**src/rtl/line_dispatch_ctrl_if.sv**
```systemverilog
// Handshake bundle between the command source, the line dispatcher and the rasterizer.
// slave is the dispatcher's view; master is the command source / rasterizer side.
interface line_dispatch_ctrl_if #(
  parameter int CW = 13
);
  logic                 cmd_valid;
  logic                 cmd_ready;
  logic signed [CW-1:0] cmd_sx, cmd_sy, cmd_ex, cmd_ey;
  logic [3:0]           cmd_color;

  logic                 rast_ready;
  logic                 rast_done;
  logic                 rast_start;
  logic signed [CW-1:0] rast_sx, rast_sy, rast_ex, rast_ey;
  logic [3:0]           rast_color;

  modport slave (
    input  cmd_valid, cmd_sx, cmd_sy, cmd_ex, cmd_ey, cmd_color,
    input  rast_ready, rast_done,
    output cmd_ready,
    output rast_start, rast_sx, rast_sy, rast_ex, rast_ey, rast_color
  );

  modport master (
    output cmd_valid, cmd_sx, cmd_sy, cmd_ex, cmd_ey, cmd_color,
    output rast_ready, rast_done,
    input  cmd_ready,
    input  rast_start, rast_sx, rast_sy, rast_ex, rast_ey, rast_color
  );
endinterface

```
**src/rtl/line_dispatch_ctrl.sv**
```systemverilog
// Buffers line commands and issues them one at a time to the rasterizer, with
// frame tracking (lines per frame) and a watchdog against a hung rasterizer.
module line_dispatch_ctrl #(
  parameter int DEPTH   = 16,
  parameter int CW      = 13,
  parameter int TIMEOUT = 4095
) (
  input  logic                   clk,
  input  logic                   rst,
  line_dispatch_ctrl_if.slave    bus,
  input  logic                   frame_end,
  output logic                   frame_done,
  output logic [15:0]            lines_last,
  output logic [$clog2(DEPTH):0] fifo_count,
  output logic                   timeout_err
);
  localparam int          AW       = $clog2(DEPTH);
  localparam int          EW       = 4 + 4 * CW;
  localparam logic [AW:0] FULL     = (AW + 1)'(DEPTH);
  localparam logic [15:0] WD_LIMIT = 16'(TIMEOUT);

  typedef enum logic [1:0] {IDLE, ISSUE, WAIT_DONE} state_t;
  state_t state, state_next;

  logic [EW-1:0]        mem [DEPTH];
  logic [AW-1:0]        wr_ptr, rd_ptr;
  logic [AW:0]          count;
  logic [EW-1:0]        head;
  logic                 push, pop, line_ok, wd_expire;
  logic [15:0]          wd, line_cnt, line_cnt_next;
  logic                 frame_pend, frame_fire;
  logic signed [CW-1:0] sx_q, sy_q, ex_q, ey_q;
  logic [3:0]           color_q;

  // cmd_ready comes from the registered count, so a pop cannot open a slot the same cycle.
  assign bus.cmd_ready  = (count != FULL);
  assign push           = bus.cmd_valid && bus.cmd_ready;
  assign head           = mem[rd_ptr];
  assign fifo_count     = count;
  assign bus.rast_start = (state == ISSUE);
  assign bus.rast_sx    = sx_q;
  assign bus.rast_sy    = sy_q;
  assign bus.rast_ex    = ex_q;
  assign bus.rast_ey    = ey_q;
  assign bus.rast_color = color_q;

  always_comb begin
    // NOTE: every output of this block gets a default first, so no path can infer a latch.
    state_next = state;
    pop        = 1'b0;
    line_ok    = 1'b0;
    wd_expire  = 1'b0;
    unique case (state)
      IDLE: begin
        if (count != '0 && bus.rast_ready) begin
          pop        = 1'b1;
          state_next = ISSUE;
        end
      end
      ISSUE: state_next = WAIT_DONE;
      WAIT_DONE: begin
        if (bus.rast_done) begin
          line_ok    = 1'b1;
          state_next = IDLE;
        end else if (wd == WD_LIMIT) begin
          wd_expire  = 1'b1;
          state_next = IDLE;
        end
      end
      default: state_next = IDLE;
    endcase
  end

  assign line_cnt_next = (line_ok && line_cnt != 16'hFFFF) ? line_cnt + 16'd1 : line_cnt;
  // A push in the same cycle means the frame is not yet drained; hold the pulse.
  assign frame_fire    = frame_pend && count == '0 && state == IDLE && !push;
  assign frame_done    = frame_fire;

  // NOTE: the storage array is not reset; pointers and count alone define which entries are valid.
  always_ff @(posedge clk) begin
    if (push) mem[wr_ptr] <= {bus.cmd_color, bus.cmd_sx, bus.cmd_sy, bus.cmd_ex, bus.cmd_ey};
  end

  // NOTE: sequential state uses non-blocking assignments only, so every read sees the pre-edge value.
  always_ff @(posedge clk) begin
    if (rst) begin
      state       <= IDLE;
      wr_ptr      <= '0;
      rd_ptr      <= '0;
      count       <= '0;
      wd          <= '0;
      line_cnt    <= '0;
      lines_last  <= '0;
      frame_pend  <= 1'b0;
      timeout_err <= 1'b0;
      sx_q        <= '0;
      sy_q        <= '0;
      ex_q        <= '0;
      ey_q        <= '0;
      color_q     <= '0;
    end else begin
      state <= state_next;
      if (push) wr_ptr <= wr_ptr + AW'(1);
      if (pop) begin
        rd_ptr <= rd_ptr + AW'(1);
        {color_q, sx_q, sy_q, ex_q, ey_q} <= head;
      end
      case ({push, pop})
        2'b10:   count <= count + (AW + 1)'(1);
        2'b01:   count <= count - (AW + 1)'(1);
        default: count <= count;
      endcase

      if (state == ISSUE) wd <= '0;
      else if (state == WAIT_DONE && !bus.rast_done && !wd_expire) wd <= wd + 16'd1;
      if (wd_expire) timeout_err <= 1'b1;

      if (frame_fire) begin
        lines_last <= line_cnt_next;
        line_cnt   <= '0;
      end else begin
        line_cnt   <= line_cnt_next;
      end
      // A frame_end arriving while one is pending merges into the same frame_done.
      frame_pend <= frame_end || (frame_pend && !frame_fire);
    end
  end
endmodule

```
**src/flat_wrapper.sv**
```systemverilog
// flat-port wrapper written by rule: the top's interface ports become plain ports
module line_dispatch_ctrl_flat 
#(
  parameter int DEPTH   = 16,
  parameter int CW      = 13,
  parameter int TIMEOUT = 4095
)
  (clk, rst, frame_end, frame_done, lines_last, fifo_count, timeout_err, bus_cmd_valid, bus_cmd_sx, bus_cmd_sy, bus_cmd_ex, bus_cmd_ey, bus_cmd_color, bus_rast_ready, bus_rast_done, bus_cmd_ready, bus_rast_start, bus_rast_sx, bus_rast_sy, bus_rast_ex, bus_rast_ey, bus_rast_color);
  line_dispatch_ctrl_if #(.CW(CW)) bus_i ();
  input  logic clk;
  input  logic rst;
  input  logic frame_end;
  output logic frame_done;
  output logic [15:0] lines_last;
  output logic [$clog2(DEPTH):0] fifo_count;
  output logic timeout_err;
  input wire logic [$bits(bus_i.cmd_valid)-1:0] bus_cmd_valid;
  input wire logic [$bits(bus_i.cmd_sx)-1:0] bus_cmd_sx;
  input wire logic [$bits(bus_i.cmd_sy)-1:0] bus_cmd_sy;
  input wire logic [$bits(bus_i.cmd_ex)-1:0] bus_cmd_ex;
  input wire logic [$bits(bus_i.cmd_ey)-1:0] bus_cmd_ey;
  input wire logic [$bits(bus_i.cmd_color)-1:0] bus_cmd_color;
  input wire logic [$bits(bus_i.rast_ready)-1:0] bus_rast_ready;
  input wire logic [$bits(bus_i.rast_done)-1:0] bus_rast_done;
  output wire logic [$bits(bus_i.cmd_ready)-1:0] bus_cmd_ready;
  output wire logic [$bits(bus_i.rast_start)-1:0] bus_rast_start;
  output wire logic [$bits(bus_i.rast_sx)-1:0] bus_rast_sx;
  output wire logic [$bits(bus_i.rast_sy)-1:0] bus_rast_sy;
  output wire logic [$bits(bus_i.rast_ex)-1:0] bus_rast_ex;
  output wire logic [$bits(bus_i.rast_ey)-1:0] bus_rast_ey;
  output wire logic [$bits(bus_i.rast_color)-1:0] bus_rast_color;
  assign bus_i.cmd_valid = bus_cmd_valid;
  assign bus_i.cmd_sx = bus_cmd_sx;
  assign bus_i.cmd_sy = bus_cmd_sy;
  assign bus_i.cmd_ex = bus_cmd_ex;
  assign bus_i.cmd_ey = bus_cmd_ey;
  assign bus_i.cmd_color = bus_cmd_color;
  assign bus_i.rast_ready = bus_rast_ready;
  assign bus_i.rast_done = bus_rast_done;
  assign bus_cmd_ready = bus_i.cmd_ready;
  assign bus_rast_start = bus_i.rast_start;
  assign bus_rast_sx = bus_i.rast_sx;
  assign bus_rast_sy = bus_i.rast_sy;
  assign bus_rast_ex = bus_i.rast_ex;
  assign bus_rast_ey = bus_i.rast_ey;
  assign bus_rast_color = bus_i.rast_color;
  line_dispatch_ctrl #(.DEPTH(DEPTH), .CW(CW), .TIMEOUT(TIMEOUT)) u_core (.clk(clk), .rst(rst), .bus(bus_i), .frame_end(frame_end), .frame_done(frame_done), .lines_last(lines_last), .fifo_count(fifo_count), .timeout_err(timeout_err));
endmodule
```
**config.mk**
```make
export PLATFORM = sky130hd
export DESIGN_NAME = line_dispatch_ctrl_flat
export DESIGN_NICKNAME = d
export VERILOG_FILES = /design/src/rtl/line_dispatch_ctrl_if.sv /design/src/rtl/line_dispatch_ctrl.sv /design/src/flat_wrapper.sv
export SDC_FILE = /design/constraint.sdc
export NUM_CORES = 1
export LEC_CHECK = 0
export CAP_MARGIN = 20
export CORE_AREA = 2 2 282 284
export CTS_BUF_LIST = sky130_fd_sc_hd__clkbuf_4 sky130_fd_sc_hd__clkbuf_8 sky130_fd_sc_hd__clkbuf_16
export CTS_CLUSTER_SIZE = 20
export DETAILED_ROUTE_END_ITERATION = 10
export DIE_AREA = 0 0 284 286
export PLACE_DENSITY = 0.67
export SLEW_MARGIN = 0
export SYNTH_ARGS = -nofsm -noshare
export SYNTH_HDL_FRONTEND = slang
export SYNTH_SLANG_ARGS = --single-unit
```
**constraint.sdc**
```tcl
create_clock -name clk -period 13.3 [get_ports clk]
set_input_delay 2.66 -clock clk [delete_from_list [all_inputs] [get_ports clk]]
set_output_delay 2.66 -clock clk [all_outputs]
set_load 0.02 [all_outputs]
```
Yosys cells after proc, flatten, opt, wreduce, memory -nomap -nowiden
Memories as Yosys holds them, arrays and structs flattened. A register that Yosys moved wholly into a read port is not among the register bits.
Index checks and enable logic that the tools add are counted.
{"block": "word_totals", "register_bits": 65, "ram_bits": 896, "input_bits": 62, "out_inout_bits": 81, "word_cells": 61, "n_memories": 1}
{"block": "op_classes", "n_addsub": 6, "eq_ne": 9, "n_mux": 15, "reduce_logical": 21}
{"name": "u_core.mem", "words": 16, "word_bits": 56, "read_ports": 1, "rd_ports_with_merged_regs": 1, "write_ports": 1, "line_no": "line_dispatch_ctrl.sv:25", "text": "logic [EW-1:0] mem [DEPTH];"}
{"op": "$add 16x1->16 const B", "n": 2}
{"op": "$eq 16x12->1 const B", "n": 1}
{"op": "$mux 16", "n": 1}
{"op": "$ne 16x16->1 const B", "n": 1}
{"op": "$pmux 5 s2", "n": 1}
{"op": "$logic_and 1x1->1", "n": 9}
{"op": "$mux 1", "n": 9}
{"op": "$add 4x1->4 const B", "n": 2}
{"op": "$mux 2", "n": 3}
{"op": "$pmux 2 s3", "n": 1}
{"op": "$add 5x1->5 const B", "n": 1}
{"op": "$logic_not 5->1", "n": 1}
{"op": "$ne 5x5->1 const B", "n": 1}
{"op": "$reduce_bool 5->1", "n": 1}
{"op": "$sub 5x1->5 const B", "n": 1}
{"op": "$eq 2x1->1 const B", "n": 2}
{"op": "$eq 2x2->1 const B", "n": 2}
{"op": "$logic_not 1->1", "n": 4}
{"op": "$reduce_or 2->1", "n": 2}
{"op": "$ne 3x2->1 const B", "n": 1}
{"op": "$logic_not 2->1", "n": 1}
{"op": "$ne 2x1->1 const B", "n": 1}
{"op": "$reduce_and 2->1", "n": 1}
{"op": "$reduce_bool 2->1", "n": 1}
{"op": "$logic_or 1x1->1", "n": 1}

Depth between registers and ports, before layout
Gate-level depths: netlist of run 1.
{"block": "depth", "depth_word": 7, "depth_mapped": 13}

Least setup slack after synthesis of run 1
No wires, ideal clock.
{"block": "synth_timing", "kind": "input-to-reg", "startpoint": "in bus_cmd_valid", "endpoint": "mem u_core.mem[0][0] in the netlist's numbering (enable)", "t_arrival_ns": 7.028, "path_slack_ns": 5.734, "path_stages": 3, "path_buffers": 0, "cell_sequence": "a21boi_1 > nand2_1 > nor3_1"}
{"block": "synth_between", "elab_chain_cells": 3}
{"element": "from (decl)", "line_no": "flat_wrapper.sv:17", "text": "input wire logic [$bits(bus_i.cmd_valid)-1:0] bus_cmd_valid;"}
{"element": "$logic_and 1x1->1", "line_no": "line_dispatch_ctrl.sv:37", "text": "assign push = bus.cmd_valid && bus.cmd_ready;"}
{"element": "$mux 1", "line_no": "line_dispatch_ctrl.sv:81", "text": "if (push) mem[wr_ptr] <= {bus.cmd_color, bus.cmd_sx, bus.cmd_sy, bus.cmd_ex, bus.cmd_ey};"}
{"element": "$mux 1 (not written as such)", "line_no": "line_dispatch_ctrl.sv:81"}
{"element": "to (decl)", "line_no": "line_dispatch_ctrl.sv:25"}
No other way between the ends.

Worst setup path in the final report of run 1
{"block": "layout_timing", "startpoint": "in bus_cmd_valid", "endpoint": "out frame_done"}
{"block": "layout_between", "elab_chain_cells": 3}
{"element": "$logic_and 1x1->1", "line_no": "line_dispatch_ctrl.sv:37"}
{"element": "$logic_not 1->1", "line_no": "line_dispatch_ctrl.sv:76", "text": "assign frame_fire = frame_pend && count == '0 && state == IDLE && !push;"}
{"element": "$logic_and 1x1->1", "line_no": "line_dispatch_ctrl.sv:76"}
{"element": "to (decl)", "line_no": "flat_wrapper.sv:13", "text": "output logic frame_done;"}
No other way between the ends.

==> insert_results.sql, run 1 <==
INSERT INTO impl_metrics (metric_group, metric, value, unit) VALUES
('status', 'status', 'finished, final reports clean', ''),
('clocking', 'clock_sinks', '1017', ''),
('clocking', 'clock_insertion_delay_worst_skew', '0.67', 'ns'),
('timing', 'timing.max_slew.rel_slack', '0.246', ''),
('synthesis', 'yosys-top-cells-area', 'edfxtp_1, mux4_2, dfxtp_1', ''),
('worst_setup_path', 'critical_path_class', 'input pin to primary output', ''),
('layout', 'final_net_count', '2140', ''),
('placement', 'dpl_cell_area', '41400', 'µm²'),
('layout', 'flow.area_growth_from_synthesis', '15.6', '%'),
('synthesis', 'asyncSetResetFlopFracSynth', '0', ''),
('timing', 'final_min_period_over_clock_period', '0.591', ''),
('synthesis', 'synthesized_flop_and_latch_total', '1017', ''),
('placement', 'post-place-cells', '3011', ''),
('clocking', 'worst_setup_hold_path_clk_slew', '0.06', 'ns'),
('worst_setup_path', 'critPathRequiredTime', '10.64', 'ns'),
('layout', 'final_layout_size_suffix_gt1_frac', '0.249', ''),
('route', 'avgViaCountPerCell', '5.90', ''),
('hold_path', 'timing.hold.worst.class', 'flop to flop', ''),
('timing', 'setup-violations-final', '0', ''),
('timing', 'final_max_slew_viol_count', '0', ''),
('route', 'routed-via-count', '18900', ''),
('route', 'postRouteAntennaNets', '0', ''),
('floorplan', 'floorplan.die.height', '286', 'µm'),
('global_routing', 'overflow_after_grt', '0', ''),
('synthesis', 'synth.net_count', '1973', ''),
('clocking', 'cts-root-to-sink-buffers', '3', ''),
('global_routing', 'antenna_found_initial', '4', ''),
('timing', 'setup_repair_after_global_routing_missed_its_margin', 'no', ''),
('timing', 'clock_skew', '0.0297', 'ns'),
('global_routing', 'track_usage', '0.202', ''),
('synthesis', 'yosysMostFrequentCell', 'edfxtp_1', ''),
('clocking', 'cts_root_buffer', 'clkbuf_16', ''),
('placement', 'routability_driven_placement_congestion_ratio', '0.792', ''),
('route', 'post-route-drc-count', '0', ''),
('global_routing', 'grt_start_max_net_pins', '113', ''),
('synthesis', 'yosys_warnings', '0', ''),
('power', 'maximum_vdd_drop', '0.000103', 'V'),
('clocking', 'cts_repair_resize_count', '0', ''),
('clocking', 'ctsHtreeMaxLevel', '3', ''),
('worst_setup_path', 'critical-path-max-stage-delay', '0.64', 'ns'),
('timing', 'tightest_slew', '1.13', 'ns'),
('floorplan', 'area_of_the_core', '78400', 'µm²'),
('worst_setup_path', 'cp_top_family', 'buffers and inverters', ''),
('worst_setup_path', 'cpMostUsedCell', 'clkdlybuf4s50_1', ''),
('power', 'design_power_total', '7830', 'µW'),
('route', 'drt_pass1_iterations', '5', ''),
('clocking', 'postCtsHoldBufs', '0', ''),
('synthesis', 'synth_area_leader_cell', 'edfxtp_1', ''),
('placement', 'placement.io_buffers', '142', ''),
('layout', 'post_layout_inst_area', '45000', 'µm²'),
('synthesis', 'synth-main-ff-cell', 'edfxtp_1', ''),
('route', 'detail_route.wirelength', '81700', 'µm'),
('power', 'pwr_per_cell_area', '174', 'nW/µm²'),
('synthesis', 'yosysSeqAreaShare', '0.754', ''),
('worst_setup_path', 'worstPathMaxFanout', '20', ''),
('worst_setup_path', 'critical_path.cell_chain', 'clkdlybuf4s50_1 -> or4b_2 -> or3_1 -> clkinv_4 -> clkdlybuf4s50_1', ''),
('floorplan', 'rows', '103', ''),
('global_routing', 'first_pass_grt_wire_length', '123000', 'µm'),
('synthesis', 'ys_top_cells_by_count', 'edfxtp_1, mux4_2, dfxtp_1', ''),
('timing', 'setup_total_neg_slack', '0', 'ns'),
('synthesis', 'synth_cell_types', '63', ''),
('timing', 'timing.fmax', '127', 'MHz'),
('job', 'drv.max_cap_violation_count', '0', ''),
('clocking', 'cts_post_setup_buffers_inserted', '0', ''),
('synthesis', 'synth_area_per_cell', '20.5', 'µm²'),
('worst_setup_path', 'number_of_buffer_and_inverter_stages_on_the_critical_path', '3', ''),
('layout', 'final-instance-count-excl-fill', '3208', ''),
('worst_setup_path', 'critical_path.endpoint_type', 'primary output', ''),
('floorplan', 'start_util', '0.497', ''),
('placement', 'hpwl', '41300', 'µm'),
('power', 'leakagePower', '0.0139', 'µW');
## metrics by stage
stage	setup slack (ns)	util	hold slack [ns]
after floorplan	5.73	-	0.443
after global placement	5.41	0.529	0.457
after detailed placement	5.44	0.529	0.462
after CTS	5.43	0.574	0.472
after global routing	5.35	0.574	0.498
final	5.44	0.574	0.472
## registers in the layout, summed over array words and instances (netlist names)
register / cells
u_core.line_cnt: 16
u_core.wd: 16
u_core.frame_pend: 1
u_core.state: 2
u_core.rd_ptr: 4
u_core.bus.rast_color: 4
u_core.bus.rast_sx: 13
u_core.bus.rast_ex: 13
u_core.bus.rast_ey: 13
u_core.mem: 896
u_core.lines_last: 16
u_core.fifo_count: 5
u_core.wr_ptr: 4
u_core.timeout_err: 1
u_core.bus.rast_sy: 13
## power breakdown
part           leakage, µW  internal (µW)  switching [µW]
sequential         0.00908           3640             139
combinational      0.00307            532             592
clock              0.00179           1740            1190
## routing by layer
| layer | GRT usage | share of wire | up-vias |
|---|---|---|---|
| met5 | 0 | 0.00070 | - |
| met4 | 0.0597 | 0.023 | 8 |
| met3 | 0.0315 | 0.056 | 138 |
| met2 | 0.350 | 0.51 | 571 |
| met1 | 0.266 | 0.41 | 9982 |
| li1 | - | - | 8222 |
## cell families after synthesis
group           share of synthesized area
buf+inv                            0.0162
mux                                 0.163
compound gates                     0.0303
flops                               0.754
simple gates                       0.0313
fa+ha+maj                         0.00354
xor+xnor                          0.00203
## final timing paths
path | startpoint | end | slack, ns | cells after the start
hold / removal | u_core.lines_last[1]$_SDFFE_PP0P_ | u_core.lines_last[1]$_SDFFE_PP0P_ | 0.47 | 2
setup reg to reg | u_core.rd_ptr[3]$_SDFFE_PP0P_ | u_core.bus.rast_sx[9]$_SDFFE_PP0P_ | 9.59 | 5
setup / recovery | bus_cmd_valid | frame_done | 5.44 | 5
hold reg to reg | u_core.lines_last[1]$_SDFFE_PP0P_ | u_core.lines_last[1]$_SDFFE_PP0P_ | 0.47 | 2
## final cells by class
class / count / area, µm²
tap: 1050 / 1310
clock buffer: 142 / 2990
multi-input combinational: 761 / 9080
timing repair buffer: 172 / 1650
sequential: 1017 / 29300
antenna: 1 / 2.50
clock inverter: 53 / 536
fill: 5801 / 33400
inverter: 12 / 50.0
## tightest hold or removal path: stages, from the launching register on
cell and delay [ns]:
dfxtp_1 0.32, nand2_1 0.06, a21oi_1 0.05
## placed cells by master (no fill, tap or decap), types with 9 or more instances in the layout
cell type / count
ha_1: 11
nand2_1: 35
or4_1: 11
clkinv_2: 29
nand4_1: 10
clkdlybuf4s50_1: 141
a221o_1: 57
buf_4: 28
a21oi_1: 30
edfxtp_1: 896
mux2_2: 56
inv_1: 10
nor2_1: 104
nand3_1: 12
nor2_4: 13
mux4_2: 224
o31ai_1: 9
mux2i_1: 66
nor3_1: 12
clkbuf_4: 22
clkbuf_8: 16
dfxtp_1: 118
clkbuf_16: 104
or3_1: 12
No activity file was read; power rests on OpenSTA's default activity.
==> inputs of run 2 (changes only) <==
PLACE_DENSITY = 0.7   (was 0.67)
clock period = 7.2 ns   (was 13.3 ns; I/O delays follow)
==> run 2 against run 1 <==
Net effect: combinational power is 89% higher; die area stayed put; first-iteration DRC count grew 12%; cell area fell by 0.11%; sequential power rose by 84%; sequential share of layout area up 0.075 points; power grew 83%; non-clock buffer count fell by 1; largest cell class unchanged; largest power group unchanged.
==> insert_results.sql, run 2 (synthesized netlist as in run 1, its figures left out) <==
INSERT INTO impl_metrics (metric_group, metric, value, unit) VALUES
('route', 'detail_route.wl_per_cell', '25.2', 'µm'),
('layout', 'nFillCells', '5739', ''),
('clocking', 'clock_sinks', '1017', ''),
('timing', 'final_max_slew_viol_count', '0', ''),
('global_routing', 'first_global_vias', '19600', ''),
('clocking', 'cts_tree', 'yes', ''),
('layout', 'final_layout_size_suffix_gt1_frac', '0.244', ''),
('floorplan', 'dieArea', '81200', 'µm²'),
('floorplan', 'die-width', '284', 'µm'),
('clocking', 'cts_made_buffers', '100', ''),
('layout', 'multi_input_area', '9080', 'µm²'),
('layout', 'register_area', '29300', 'µm²'),
('layout', 'layout.cells.most_common', 'edfxtp_1', ''),
('timing', 'final_min_period_over_clock_period', '0.762', ''),
('layout', 'most-common-layout-cells', 'edfxtp_1, mux4_2, clkdlybuf4s50_1, dfxtp_1, nor2_1', ''),
('route', 'drtIter0Drc', '1631', ''),
('clocking', 'postCtsHoldBufs', '0', ''),
('placement', 'routability_driven_placement_congestion_ratio', '0.831', ''),
('clocking', 'clock_insertion_delay_worst_skew', '0.67', 'ns'),
('timing', 'setup_repair_after_global_routing_missed_its_margin', 'no', ''),
('layout', 'diodes', '0', ''),
('power', 'leakagePower', '0.0139', 'µW'),
('global_routing', 'overflow_after_grt', '0', ''),
('route', 'detail_route.wirelength', '80600', 'µm'),
('layout', 'final_cell_utilization_of_the_core', '0.573', ''),
('worst_setup_path', 'cpMostUsedCell', 'clkdlybuf4s50_1', ''),
('clocking', 'cts_root_buffer', 'clkbuf_16', ''),
('worst_setup_path', 'critical_path.endpoint_type', 'primary output', ''),
('timing', 'setup-violations-final', '0', ''),
('status', 'status', 'finished, final reports clean', ''),
('worst_setup_path', 'worstPathMaxFanout', '20', ''),
('placement', 'hpwl', '42700', 'µm'),
('layout', 'max_flop_register', 'u_core.mem', ''),
('timing', 'timing_hold_violations_final', '0', ''),
('worst_setup_path', 'worstPathArrival', '4.04', 'ns'),
('floorplan', 'area_of_the_core', '78400', 'µm²'),
('power', 'pwr_per_cell_area', '320', 'nW/µm²'),
('worst_setup_path', 'critPathRequiredTime', '5.76', 'ns'),
('worst_setup_path', 'timing.critical_path.slowest_stage_cell', 'or4b_2', ''),
('floorplan', 'floorplan.die.height', '286', 'µm'),
('route', 'avgViaCountPerCell', '5.97', ''),
('clocking', 'cts-root-to-sink-buffers', '3', ''),
('layout', 'final_net_count', '2136', ''),
('layout', 'flip_flop_count_of_the_largest_register_after_layout', '896', ''),
('worst_setup_path', 'critical_path_class', 'input pin to primary output', ''),
('clocking', 'cts_repair_resize_count', '0', ''),
('global_routing', 'antenna_found_initial', '2', ''),
('route', 'post-route-drc-count', '0', ''),
('global_routing', 'grt_start_max_net_pins', '133', ''),
('hold_path', 'timing.hold.worst.class', 'flop to flop', ''),
('route', 'drt_pass1_iterations', '6', ''),
('floorplan', 'rows', '103', ''),
('floorplan', 'io_pins', '143', ''),
('worst_setup_path', 'critical-path-max-stage-delay', '0.63', 'ns'),
('job', 'drv.max_cap_violation_count', '0', ''),
('floorplan', 'start_util', '0.497', ''),
('timing', 'min_period', '5.48', 'ns'),
('clocking', 'worst_setup_hold_path_clk_slew', '0.06', 'ns'),
('power', 'maximum_vdd_drop', '0.000195', 'V'),
('clocking', 'ctsHtreeMaxLevel', '3', ''),
('layout', 'flow.area_growth_from_synthesis', '15.4', '%'),
('placement', 'placement.io_buffers', '142', ''),
('worst_setup_path', 'critical_path.cell_chain', 'clkdlybuf4s50_1 -> or4b_2 -> or3_1 -> clkinv_4 -> clkdlybuf4s50_1', ''),
('route', 'routed-via-count', '19100', ''),
('timing', 'clock_skew', '0.0532', 'ns'),
('global_routing', 'track_usage', '0.199', ''),
('global_routing', 'first_pass_grt_wire_length', '123000', 'µm'),
('route', 'postRouteAntennaNets', '0', ''),
('worst_setup_path', 'crit_path_start_kind', 'input pin', ''),
('clocking', 'cts_post_setup_buffers_inserted', '0', ''),
('timing', 'timing.fmax', '182', 'MHz'),
('timing', 'setup_total_neg_slack', '0', 'ns'),
('timing', 'tightest_slew', '1.08', 'ns'),
('timing', 'timing.max_slew.rel_slack', '0.278', '');
## run 2: changes by cell type in the layout (fill, tap and decap cells not counted), moves of 2 or more
cell	before	now
clkinv_2	29	16
clkinv_1	6	13
clkbuf_8	16	10
buf_12	1	5
buf_4	28	24
clkbuf_16	104	100
clkbuf_4	22	26
clkinvlp_4	1	5
clkinv_16	0	3
inv_16	3	1
## run 2: path summary, 6_finish.rpt
check                                      endpoint  slack [ns]  cells after the start                               from
setup reg to reg        u_core.mem[12][7]$_DFFE_PP_        3.75                      5  u_core.fifo_count[2]$_SDFFE_PP0P_
setup / recovery                         frame_done        1.72                      5                      bus_cmd_valid
hold reg to reg   u_core.lines_last[1]$_SDFFE_PP0P_        0.46                      2  u_core.lines_last[1]$_SDFFE_PP0P_
hold / removal    u_core.lines_last[1]$_SDFFE_PP0P_        0.46                      2  u_core.lines_last[1]$_SDFFE_PP0P_
## run 2: metrics by stage
stage | worst slack [ns] | hold slack (ns) | cell area [µm²] | cells | power [µW]
finish | 1.72 | 0.461 | 44900 | 3200 | 14400
global route | 1.63 | 0.489 | 44900 | 3200 | 14900
CTS | 1.70 | 0.464 | 44900 | 3200 | 14500
detailed placement | 1.73 | 0.458 | 41500 | 3011 | 9240
global placement | 1.76 | 0.457 | 41500 | 3011 | 9190
floorplan | 0.854 | 0.443 | 38900 | 1900 | 8440
## run 2: final cells by class
cell class              count  share of cell area
flip-flops and latches   1017               0.653
multi-input cells         761               0.202
clock buffers             136              0.0631
repair buffers            171              0.0378
well taps                1050              0.0293
clock inverters            53              0.0131
inverters                  12             0.00111
## run 2: worst max-delay path, delay by kind of cell
family	cells	cell delay [ns]
simple gates	2	1.21
buf+inv	3	1.38
## run 2: report_power, final
part	total, µW	leakage (µW)	switching (µW)	internal (µW)
Sequential	6970	0.00908	250	6720
Combinational	2120	0.00308	1130	994
Clock	5270	0.00170	2190	3080
Total	14400	0.0139	3570	10800
## run 2: per-layer routing
metal	wire length [µm]	GRT usage
met2	41700	0.344
met1	33000	0.268
met4	1450	0.0533
met3	4360	0.0289
met5	30	0
==> inputs of run 3 (changes only) <==
clock period = 4.41 ns   (was 7.2 ns; I/O delays follow)
==> run 3 against run 2 <==
Net effect: critical path depth unchanged; power is 61% higher; register-to-register slack got worse by 2.4 ns; sequential share of layout area decreased by 0.22 points; worst hold slack improved by 0.014 ns; worst setup slack lost 1.3 ns; cell area up 0.34%; global-route usage is essentially flat; first-iteration DRC count decreased by 3.4%.
==> insert_results.sql, run 3 (synthesized netlist as in run 1, its figures left out) <==
INSERT INTO impl_metrics (metric_group, metric, value, unit) VALUES
('timing', 'tightest_slew', '1.04', 'ns'),
('timing', 'timing.max_slew.rel_slack', '0.304', ''),
('layout', 'most-common-layout-cells', 'edfxtp_1, mux4_2, clkdlybuf4s50_1, dfxtp_1, nor2_1', ''),
('global_routing', 'overflow_after_grt', '0', ''),
('job', 'drv.max_cap_violation_count', '0', ''),
('hold_path', 'hp-start', 'u_core.wd[15]$_SDFFE_PP0P_', ''),
('worst_setup_path', 'worstReg2RegStart', 'u_core.fifo_count[1]$_SDFFE_PP0P_', ''),
('route', 'post-route-drc-count', '0', ''),
('worst_setup_path', 'critical_path_class', 'input pin to primary output', ''),
('worst_setup_path', 'cp_top_family', 'buffers and inverters', ''),
('floorplan', 'floorplan.die.height', '286', 'µm'),
('global_routing', 'grt_start_max_net_pins', '57', ''),
('floorplan', 'io_pins', '143', ''),
('worst_setup_path', 'cpMostUsedCell', 'clkdlybuf4s50_1', ''),
('power', 'leakagePower', '0.0139', 'µW'),
('clocking', 'cts_post_setup_buffers_inserted', '0', ''),
('worst_setup_path', 'timing.critical_path.slowest_stage_cell', 'clkdlybuf4s50_1', ''),
('route', 'avgViaCountPerCell', '5.89', ''),
('floorplan', 'dieArea', '81200', 'µm²'),
('placement', 'hpwl', '41700', 'µm'),
('floorplan', 'rows', '103', ''),
('clocking', 'cts_root_buffer', 'clkbuf_16', ''),
('power', 'share_comb_of_total_power', '0.151', ''),
('timing', 'setup_total_neg_slack', '0', 'ns'),
('layout', 'max_flop_register', 'u_core.mem', ''),
('power', 'power.net_switching', '5690', 'µW'),
('worst_setup_path', 'worstPathMaxFanout', '20', ''),
('power', 'maximum_vdd_drop', '0.000331', 'V'),
('worst_setup_path', 'critical_path.startpoint', 'bus_cmd_valid', ''),
('route', 'drtIter0Drc', '1575', ''),
('route', 'routed-via-count', '18900', ''),
('worst_setup_path', 'critical_path.cell_chain', 'clkdlybuf4s50_1 -> or4b_2 -> or3_1 -> clkinv_4 -> clkdlybuf4s50_1', ''),
('clocking', 'cts_tree', 'yes', ''),
('placement', 'placement.io_buffers', '142', ''),
('layout', 'flip_flop_count_of_the_largest_register_after_layout', '896', ''),
('layout', 'layout.cells.most_common', 'edfxtp_1', ''),
('layout', 'flow.area_growth_from_synthesis', '15.8', '%'),
('clocking', 'cts_repair_resize_count', '0', ''),
('timing', 'timing_hold_violations_final', '0', ''),
('power', 'p_sw_frac', '0.246', ''),
('worst_setup_path', 'number_of_buffer_and_inverter_stages_on_the_critical_path', '3', ''),
('placement', 'routability_driven_placement_congestion_ratio', '0.777', ''),
('timing', 'final_max_slew_viol_count', '0', ''),
('floorplan', 'start_util', '0.497', ''),
('power', 'seq_power_share', '0.494', ''),
('clocking', 'clock_sinks', '1017', ''),
('timing', 'final_min_period_over_clock_period', '0.914', ''),
('worst_setup_path', 'critPathRequiredTime', '3.53', 'ns'),
('clocking', 'clock_insertion_delay_worst_skew', '0.67', 'ns'),
('layout', 'final_net_count', '2149', ''),
('clocking', 'ctsHtreeMaxLevel', '3', ''),
('power', 'internal_power', '17400', 'µW'),
('timing', 'clock_skew', '0.0265', 'ns'),
('status', 'status', 'finished, final reports clean', ''),
('timing', 'setup_repair_after_global_routing_missed_its_margin', 'no', ''),
('worst_setup_path', 'critical_path.endpoint_type', 'primary output', ''),
('clocking', 'worst_setup_hold_path_clk_slew', '0.06', 'ns'),
('clocking', 'postCtsHoldBufs', '0', ''),
('power', 'clkPwrFrac', '0.355', ''),
('route', 'detail_route.wl_per_cell', '25.0', 'µm'),
('timing', 'min_period', '4.03', 'ns'),
('hold_path', 'timing.hold.worst.class', 'flop to flop', ''),
('floorplan', 'area_of_the_core', '78400', 'µm²'),
('global_routing', 'antenna_found_initial', '5', ''),
('global_routing', 'first_global_vias', '19500', ''),
('clocking', 'cts-root-to-sink-buffers', '3', ''),
('worst_setup_path', 'crit_path_start_kind', 'input pin', ''),
('timing', 'hold_slack', '0.475', 'ns'),
('layout', 'final_layout_size_suffix_gt1_frac', '0.248', ''),
('floorplan', 'die-width', '284', 'µm'),
('worst_setup_path', 'critical-path-max-stage-delay', '0.62', 'ns'),
('timing', 'setup-violations-final', '0', ''),
('route', 'detail_route.wirelength', '80300', 'µm'),
('timing', 'timing.fmax', '248', 'MHz'),
('global_routing', 'track_usage', '0.199', ''),
('worst_setup_path', 'worstPathArrival', '3.15', 'ns'),
('route', 'postRouteAntennaNets', '0', ''),
('global_routing', 'first_pass_grt_wire_length', '122000', 'µm'),
('power', 'pwr_per_cell_area', '512', 'nW/µm²'),
('route', 'drt_pass1_iterations', '6', ''),
('clocking', 'cts_made_buffers', '97', '');
[run 3: final timing paths]
kind                            depth (start not counted)  slack [ns]                                end
worst max-delay path                                    5        0.38                         frame_done
worst min-delay path                                    2        0.47         u_core.wd[15]$_SDFFE_PP0P_
worst max register to register                          9        1.38  u_core.fifo_count[3]$_SDFFE_PP0P_
worst min register to register                          2        0.47         u_core.wd[15]$_SDFFE_PP0P_
[run 3: tightest hold or removal path: cells and delay by family, from the launching register on]
family,cells,cell delay [ns]
DFF,1,0.32
muxes,1,0.05
and+or+nand+nor,1,0.06
[run 3: layer usage]
metal,share of wire,GRT usage
met1,0.41,0.260
met2,0.52,0.349
met3,0.052,0.0296
met4,0.019,0.0572
met5,0.00034,0
[run 3: power by group through the flow]
stage / Clock (µW) / Sequential, µW / Combinational (µW)
final: 8200 / 11400 / 3490
after global routing: 8720 / 11400 / 3750
after CTS: 8360 / 11400 / 3540
after detailed placement: 0 / 11600 / 3530
after global placement: 0 / 11600 / 3460
after floorplan: 0 / 11600 / 2130
[run 3: area by class of cell]
cell class / count / area, µm²
Clock buffer: 139 / 2800
Antenna cell: 3 / 7.51
Fill cell: 5695 / 33300
Inverter: 12 / 50.0
Timing Repair Buffer: 187 / 2030
Sequential cell: 1017 / 29300
Multi-Input combinational cell: 761 / 9100
Clock inverter: 42 / 422
Tap cell: 1050 / 1310
[run 3: through the flow]
step | area [µm²] | instances | worst slack (ns) | utilization | total power [µW]
after global placement | 41800 | 3026 | 0.402 | 0.534 | 15000
after global routing | 45100 | 3211 | 0.302 | 0.575 | 23900
final | 45100 | 3211 | 0.380 | 0.575 | 23100
after CTS | 45000 | 3207 | 0.374 | 0.575 | 23300
after detailed placement | 41800 | 3026 | 0.379 | 0.534 | 15100
after floorplan | 38900 | 1900 | 0.120 | - | 13800
